$ cat src/rtl/eth_parser_pkg.sv
// eth_parser_pkg: shared constants and types for the Ethernet parser stages
// ETH_HDR_LEN/ETH_HDR_W size the captured header; hdr_state_t is the capture FSM state.
package eth_parser_pkg;
  localparam int ETH_HDR_LEN = 14;
  localparam int ETH_HDR_W = 112;
  typedef enum logic {ST_HDR, ST_PAYLOAD} hdr_state_t;
endpackage

$ cat src/rtl/eth_header_capture_if.sv
// eth_header_capture_if: 8-bit byte stream with last flag and valid/ready handshake
// master drives tdata/tvalid/tlast and samples tready; slave is the mirror.
interface eth_header_capture_if;
  logic [7:0] tdata;
  logic tvalid;
  logic tlast;
  logic tready;
  modport master(output tdata, tvalid, tlast, input tready);
  modport slave(input tdata, tvalid, tlast, output tready);
endinterface

$ cat src/rtl/eth_axis_reg_slice.sv
// eth_axis_reg_slice: single-entry registered byte+last output stage
// clk/rst_n: clock, async active-low reset; in_*: load side with in_ready = room
// available (empty or draining this cycle); m: registered output stream.
module eth_axis_reg_slice (
  input  logic       clk,
  input  logic       rst_n,
  input  logic [7:0] in_data,
  input  logic       in_last,
  input  logic       in_valid,
  output logic       in_ready,
  eth_header_capture_if.master m
);
  logic load;
  assign in_ready = !m.tvalid || m.tready;
  assign load = in_valid && in_ready;
  always_ff @(posedge clk or negedge rst_n) begin
    if (!rst_n) begin
      m.tvalid <= 1'b0;
      m.tdata <= 8'd0;
      m.tlast <= 1'b0;
    end else begin
      if (load) begin
        m.tdata <= in_data;
        m.tlast <= in_last;
      end
      m.tvalid <= load || (m.tvalid && !m.tready);
    end
  end
endmodule

$ cat src/rtl/eth_header_capture.sv
// eth_header_capture: collects the 14-byte Ethernet header and forwards the payload
// clk/rst_n: clock, async active-low reset; s: inbound frame bytes; m: payload bytes;
// header_bytes/header_valid: packed header (byte k at [k*8 +: 8]) and update pulse;
// runt_err: frame ended inside the header; frame_cnt/runt_cnt: wrapping status counters.
module eth_header_capture
  import eth_parser_pkg::*;
#(
  parameter int CNT_W = 16
) (
  input  logic                 clk,
  input  logic                 rst_n,
  eth_header_capture_if.slave  s,
  eth_header_capture_if.master m,
  output logic [ETH_HDR_W-1:0] header_bytes,
  output logic                 header_valid,
  output logic                 runt_err,
  output logic [CNT_W-1:0]     frame_cnt,
  output logic [CNT_W-1:0]     runt_cnt
);
  localparam logic [3:0] LAST_IDX = 4'(ETH_HDR_LEN - 1);
  hdr_state_t state, state_nxt;
  logic [3:0] idx;
  logic [ETH_HDR_W-9:0] shadow;
  logic slice_ready, pay_valid, hdr_acc, hdr_done, runt;
  always_ff @(posedge clk or negedge rst_n) begin
    if (!rst_n) state <= ST_HDR;
    else state <= state_nxt;
  end
  always_comb begin
    state_nxt = state;
    if (state == ST_HDR) state_nxt = (hdr_done && !s.tlast) ? ST_PAYLOAD : ST_HDR;
    else state_nxt = (pay_valid && slice_ready && s.tlast) ? ST_HDR : ST_PAYLOAD;
  end
  // Header bytes are always accepted; a leftover payload byte may drain meanwhile.
  always_comb begin
    s.tready = (state == ST_HDR) || slice_ready;
    pay_valid = (state == ST_PAYLOAD) && s.tvalid;
    hdr_acc = (state == ST_HDR) && s.tvalid;
    hdr_done = hdr_acc && (idx == LAST_IDX);
    runt = hdr_acc && s.tlast && (idx != LAST_IDX);
  end
  // Byte 13 bypasses the shadow so the header publishes as one atomic update.
  always_ff @(posedge clk or negedge rst_n) begin
    if (!rst_n) begin
      idx <= 4'd0;
      shadow <= '0;
      header_bytes <= '0;
      header_valid <= 1'b0;
      runt_err <= 1'b0;
      frame_cnt <= '0;
      runt_cnt <= '0;
    end else begin
      header_valid <= hdr_done;
      runt_err <= runt;
      if (hdr_acc) idx <= (hdr_done || s.tlast) ? 4'd0 : idx + 4'd1;
      if (hdr_acc && !hdr_done) shadow[{idx, 3'b000} +: 8] <= s.tdata;
      if (hdr_done) begin
        header_bytes <= {s.tdata, shadow};
        frame_cnt <= frame_cnt + CNT_W'(1);
      end
      if (runt) runt_cnt <= runt_cnt + CNT_W'(1);
    end
  end
  eth_axis_reg_slice u_slice (
    .clk(clk),
    .rst_n(rst_n),
    .in_data(s.tdata),
    .in_last(s.tlast),
    .in_valid(pay_valid),
    .in_ready(slice_ready),
    .m(m)
  );
endmodule

$ cat src/flat_wrapper.sv
// flat-port wrapper written by rule: the top's interface ports become plain ports
module eth_header_capture_flat import eth_parser_pkg::*;
#(
  parameter int CNT_W = 16
)
  (clk, rst_n, header_bytes, header_valid, runt_err, frame_cnt, runt_cnt, s_tdata, s_tvalid, s_tlast, s_tready, m_tdata, m_tvalid, m_tlast, m_tready);
  eth_header_capture_if s_i ();
  eth_header_capture_if m_i ();
  input  logic clk;
  input  logic rst_n;
  output logic [ETH_HDR_W-1:0] header_bytes;
  output logic header_valid;
  output logic runt_err;
  output logic [CNT_W-1:0] frame_cnt;
  output logic [CNT_W-1:0] runt_cnt;
  input wire logic [$bits(s_i.tdata)-1:0] s_tdata;
  input wire logic [$bits(s_i.tvalid)-1:0] s_tvalid;
  input wire logic [$bits(s_i.tlast)-1:0] s_tlast;
  output wire logic [$bits(s_i.tready)-1:0] s_tready;
  output wire logic [$bits(m_i.tdata)-1:0] m_tdata;
  output wire logic [$bits(m_i.tvalid)-1:0] m_tvalid;
  output wire logic [$bits(m_i.tlast)-1:0] m_tlast;
  input wire logic [$bits(m_i.tready)-1:0] m_tready;
  assign s_i.tdata = s_tdata;
  assign s_i.tvalid = s_tvalid;
  assign s_i.tlast = s_tlast;
  assign s_tready = s_i.tready;
  assign m_tdata = m_i.tdata;
  assign m_tvalid = m_i.tvalid;
  assign m_tlast = m_i.tlast;
  assign m_i.tready = m_tready;
  eth_header_capture #(.CNT_W(CNT_W)) u_core (.clk(clk), .rst_n(rst_n), .s(s_i), .m(m_i), .header_bytes(header_bytes), .header_valid(header_valid), .runt_err(runt_err), .frame_cnt(frame_cnt), .runt_cnt(runt_cnt));
endmodule
$ cat config.mk
export PLATFORM = sky130hd
export DESIGN_NAME = eth_header_capture_flat
export DESIGN_NICKNAME = d
export VERILOG_FILES = /design/src/rtl/eth_parser_pkg.sv /design/src/rtl/eth_header_capture_if.sv /design/src/rtl/eth_axis_reg_slice.sv /design/src/rtl/eth_header_capture.sv /design/src/flat_wrapper.sv
export SDC_FILE = /design/constraint.sdc
export NUM_CORES = 1
export LEC_CHECK = 0
export ABC_AREA = 1
export CAP_MARGIN = 20
export CORE_MARGIN = 3
export CORE_UTILIZATION = 35
export CTS_CLUSTER_DIAMETER = 200
export DETAILED_ROUTE_END_ITERATION = 10
export GPL_ROUTABILITY_DRIVEN = 0
export HOLD_SLACK_MARGIN = 0.12
export SYNTH_ARGS = -nofsm -noshare
export SYNTH_HDL_FRONTEND = slang
export SYNTH_SLANG_ARGS = --single-unit
export TNS_END_PERCENT = 50
$ cat constraint.sdc
create_clock -name clk -period 6.9 [get_ports clk]
set_input_delay 1.035 -clock clk [delete_from_list [all_inputs] [get_ports clk]]
set_output_delay 1.035 -clock clk [all_outputs]
set_load 0.05 [all_outputs]
== Word-level counts from Yosys, hierarchy flattened ==
Index checks and enable logic that the tools add are counted.
Widths: inputs -> output; s select.

* Flip-flop bits (word level): 265
* Input port bits: 13

* Shift operators: 2
* Add/sub/neg operators: 4
* Bitwise logic cells: 1
* Reductions and logical operators: 18
* Multiplexer cells: 5
* Eq/ne operators: 2

{| class="wikitable"
|+ Operator list
! operator !! count
|-
| $bwmux 104 || 1
|-
| $shift 8x9->104 const A || 1
|-
| $shiftx 8x9->104 || 1
|-
| $add 16x1->16 const B || 2
|-
| $logic_and 1x1->1 || 10
|-
| $neg 7->9 || 1
|-
| $add 4x1->4 const B || 1
|-
| $eq 4x4->1 const B || 1
|-
| $logic_not 1->1 || 4
|-
| $logic_or 1x1->1 || 4
|-
| $mux 4 || 1
|-
| $ne 4x4->1 const B || 1
|-
| $mux 1 || 3
|-
| $not 1->1 || 1
|}

== Logic depth before layout (Yosys ltp) ==
* Depth in word-level cells: 6
* Gate-level depth with buffers: 12

== Cells and area by module ==
From an unflattened synthesis, not the netlist that was laid out.

* Cell total of the unflattened synthesis: 1,225
* Area total of the unflattened synthesis: 10,769.1 um2

{| class="wikitable"
|+ By module, submodules not included
! module !! sequential area each (um2) !! instances !! area an instance (um2) !! cells an instance
|-
| eth_header_capture || 6,381.1 || 1 || 10,359.9 || 1,181
|-
| eth_axis_reg_slice || 250.2 || 1 || 409.1 || 44
|}

== Least setup slack after synthesis ==
OpenSTA, ideal clock, no wires.

* Path type: input port to output port
* Start point: in m_tready
* End point: out s_tready
* Stages on the path: 2
* Buffers on the path: 0
* Path slack: 4.381 ns
* Required time: 5.865 ns
* Arrival: 1.484 ns
* Cells stage by stage: inv_1 > nand3_1

* Cells in the longest elaborated chain, start to end: 2

{| class="wikitable"
|+ RTL lines
! item !! RTL line !! text
|-
| start: declaration || flat_wrapper.sv:23 || <nowiki>input wire logic [$bits(m_i.tready)-1:0] m_tready;</nowiki>
|-
| $logic_or 1x1->1 || eth_axis_reg_slice.sv:14 || <nowiki>assign in_ready = !m.tvalid || m.tready;</nowiki>
|-
| $logic_or 1x1->1 || eth_header_capture.sv:36 || <nowiki>s.tready = (state == ST_HDR) || slice_ready;</nowiki>
|-
| end: declaration || flat_wrapper.sv:19 || <nowiki>output wire logic [$bits(s_i.tready)-1:0] s_tready;</nowiki>
|}

No other way between the ends.

== Final worst setup path ==
Same ends and word-level chain as after synthesis.

==> key figures <==
Logic synthesis
  • Mean post-synth cell area: 8.77 sq um
  • Post-synthesis xor/xnor area fraction: 1.88%
  • Cell taking the most area after synthesis: dfrtp_1
  • Syn nets: 1235
  • Simple-Gate Fraction of Synth Area: 28.8%
  • Seq cells post-synth: 265
  • Ys Warns: 0
  • Post-Syn Instances: 1216
  • Post-synth top area share: 62.2%
  • Synth unique cells: 24
  • Main area contributors after synthesis: dfrtp_1 62%, nand2_1 22%, nand3_1 3.3%
  • Register area share after synthesis: 62.2%
  • Area share of fa/ha/maj cells after synthesis: 0.704%
  • Multiplexer area fraction after synthesis: 0%
  • Post-Syn Area: 10700 sq um
  • Compound-Gate Fraction of Synth Area: 2.68%
  • Main combinational cell family by area after synthesis: simple AND/OR/NAND/NOR gates

Global route
  • Antenna violations before repair: 0
  • Number of global-route vias before repair: 8233
  • GRT Total Usage: 17.1%
  • Global-route wire length before repair: 45600 um
  • Grt total ovfl: 0
  • Largest net degree at the start of global routing: 133

Worst setup path
  • Startpoint Class: primary input
  • Crit path top cell by count: clkdlybuf4s50_1
  • CP Class: in2out
  • Crit Path Max Fanout: 3
  • Data arrival time of the worst path: 2410 ps
  • Worst Setup End Kind: output port
  • Crit path cell chain: clkdlybuf4s50_1 -> inv_1 -> nand3_1 -> clkdlybuf4s50_1
  • Worst reg-to-reg setup slack: 3550 ps
  • Worst Path Required: 5860 ps
  • Critical Path Max Stage Delay: 800 ps
  • CP max stage cell: clkdlybuf4s50_1

Clock tree
  • CTS Buf Count: 29
  • Clk sinks: 265
  • Clock tree buffer depth: 3
  • Clock latency on the worst-skew pair: 540 ps
  • Hold-fix buffers at CTS: 0
  • CTS tree: yes
  • Root buf cell: clkbuf_16
  • Setup bufs post-CTS: 0
  • Post-cts resize count: 0
  • H-tree levels: 1
  • Clk pin slew, worst setup/hold paths: 60 ps

Power
  • Power density over the cells: 357 nW/um^2
  • Static leakage: 7.02 nW
  • Maximum vdd drop: 0.000282 V

STA
  • Max-slew violation total from the final report: 0
  • Setup TNS: 0 ps
  • Clk_skew: 5.96 ps
  • Worst-Margin Slew: 769 ps
  • Count of final hold-check violations: 0
  • Final min period: 3440 ps
  • FMAX: 291 MHz
  • Slew margin rel.: 48.8%
  • Hold_ws: 469 ps
  • Setup-failing EPs final: 0
  • Final period util: 49.9%
  • RSZ-0062 raised after global routing: false

Final layout
  • Finished Cell Area: 13700 sq um
  • Layout cells sized above 1: 4.56%
  • Commonest non-fill, non-tap cells in the layout: 622 x nand2_1, 265 x dfrtp_1, 168 x clkdlybuf4s50_1
  • # fillers: 2898
  • Final nets: 1403
  • Most common cell after layout, fill and taps aside: nand2_1
  • Multi-input logic area: 3630 sq um
  • Sequential cell area: 6630 sq um
  • N_diodes: 0
  • Synth-to-Final Area Change: 28.3%

Job
  • Max cap viols: 0

Route
  • Total Wirelength: 27700 um
  • Via density: 4.67
  • Drt first pass iters: 5
  • Initial DRC count: 587
  • Drt wl/cell: 15.5 um
  • DRC Markers: 0
  • ANT nets after route: 0
  • Vias: 8376

Floorplan
  • Core Region: 29800 sq um
  • Io pins: 170
  • # rows: 63
  • Die area: 32600 sq um
  • Die extent in y: 181 um
  • Initial core utilization: 35.8%
  • Die width: 181 um

Placement
  • DP Area: 12700 sq um
  • Post-detail-place hpwl: 18500 um
  • Buffers on Ports: 169

Run status
  • Outcome: finished clean

Hold path
  • HP Class: reg2reg
-- kinds of logic (layout without fill, tap and decap cells) --
kind of cell	Yosys count	count (layout)
AOI/OAI and AO/OA	57	57
adders and majority gates	6	6
and+or+nand+nor	768	768
DFF	265	265
buffers and inverters	98	287
xor gates and xnor gates	22	22
-- area by class of cell --
| class | instances | share of cell area [%] |
|---|---|---|
| multi-input combinational | 853 | 26.6 |
| tap | 390 | 3.57 |
| clock inverter | 13 | 1.07 |
| clock buffer | 39 | 5.80 |
| sequential | 265 | 48.5 |
| inverter | 60 | 1.67 |
| timing repair buffer | 175 | 12.8 |
-- per-layer routing --
metal  track usage (%)  wire length (um)  vias to the layer above  part of all wire [%]
li1                  -                 -                     4139                     -
met5                 0                 0                        -                     0
met1              23.7             12800                     3993                    46
met3              3.43              1510                       44                   5.4
met2              27.5             12800                      200                    46
met4              4.67               671                        0                   2.4
-- synthesized netlist by cell type --
cell type / instances
clkbuf_1: 20
buf_1: 1
inv_2: 3
nand3_2: 2
o21ai_1: 1
a21oi_1: 3
nand2_1: 622
dfrtp_1: 265
nor3_1: 20
xor2_2: 1
xnor2_1: 7
clkinv_1: 5
buf_4: 5
nor2_4: 2
nor2_2: 4
xor2_1: 14
nand3b_1: 2
ha_1: 6
nand3_1: 71
nand4_1: 11
inv_1: 52
nor2_1: 34
o21ai_0: 53
buf_2: 12
-- per-stage QoR --
| stage | cells | utilization, % | total power [W] | setup WS (ps) |
|---|---|---|---|---|
| global placement | 1743 | 42.7 | 0.00336 | 3150 |
| finish | 1795 | 45.9 | 0.00489 | 3460 |
| global route | 1795 | 45.9 | 0.00516 | 3150 |
| floorplan | 1216 | - | 0.00293 | 4380 |
| CTS | 1795 | 45.9 | 0.00495 | 3460 |
| detailed placement | 1743 | 42.7 | 0.00339 | 3010 |
-- worst max-delay path, delay by kind of cell --
family                 cells  cell delay (ps)
buffers and inverters      3             1300
AND/OR/NAND/NOR            1               60
-- state kept, by name, summed over array words and instances, names as in the netlist --
| signal | cells |
|---|---|
| u_core.runt_cnt | 16 |
| u_core.shadow | 104 |
| u_core.state | 1 |
| u_core.idx | 4 |
| u_core.runt_err | 1 |
| u_core.u_slice.m.tdata | 8 |
| u_core.u_slice.m.tlast | 1 |
| u_core.header_bytes | 112 |
| u_core.u_slice.m.tvalid | 1 |
| u_core.frame_cnt | 16 |
| u_core.header_valid | 1 |
-- final timing paths --
path                                         start                       to  depth (start not counted)
min reg2reg                u_core.header_bytes[76]  u_core.header_bytes[76]                          2
max in group asynchronous                    rst_n        u_core.shadow[13]                          2
min in group asynchronous                    rst_n   u_core.header_bytes[3]                          1
max                                       m_tready                 s_tready                          4
min                        u_core.header_bytes[76]  u_core.header_bytes[76]                          2
max reg2reg                          u_core.idx[1]     u_core.frame_cnt[15]                         11
-- report_power, final --
group | internal [W] | switching [W] | total (W) | leakage, nW
clock network | 0.000915 | 0.000616 | 0.00153 | 0.465
logic | 0.000372 | 0.000907 | 0.00128 | 3.00
registers | 0.00188 | 0.000200 | 0.00208 | 3.56
total | 0.00316 | 0.00172 | 0.00489 | 7.02
Power figures use the tool's default switching activity.
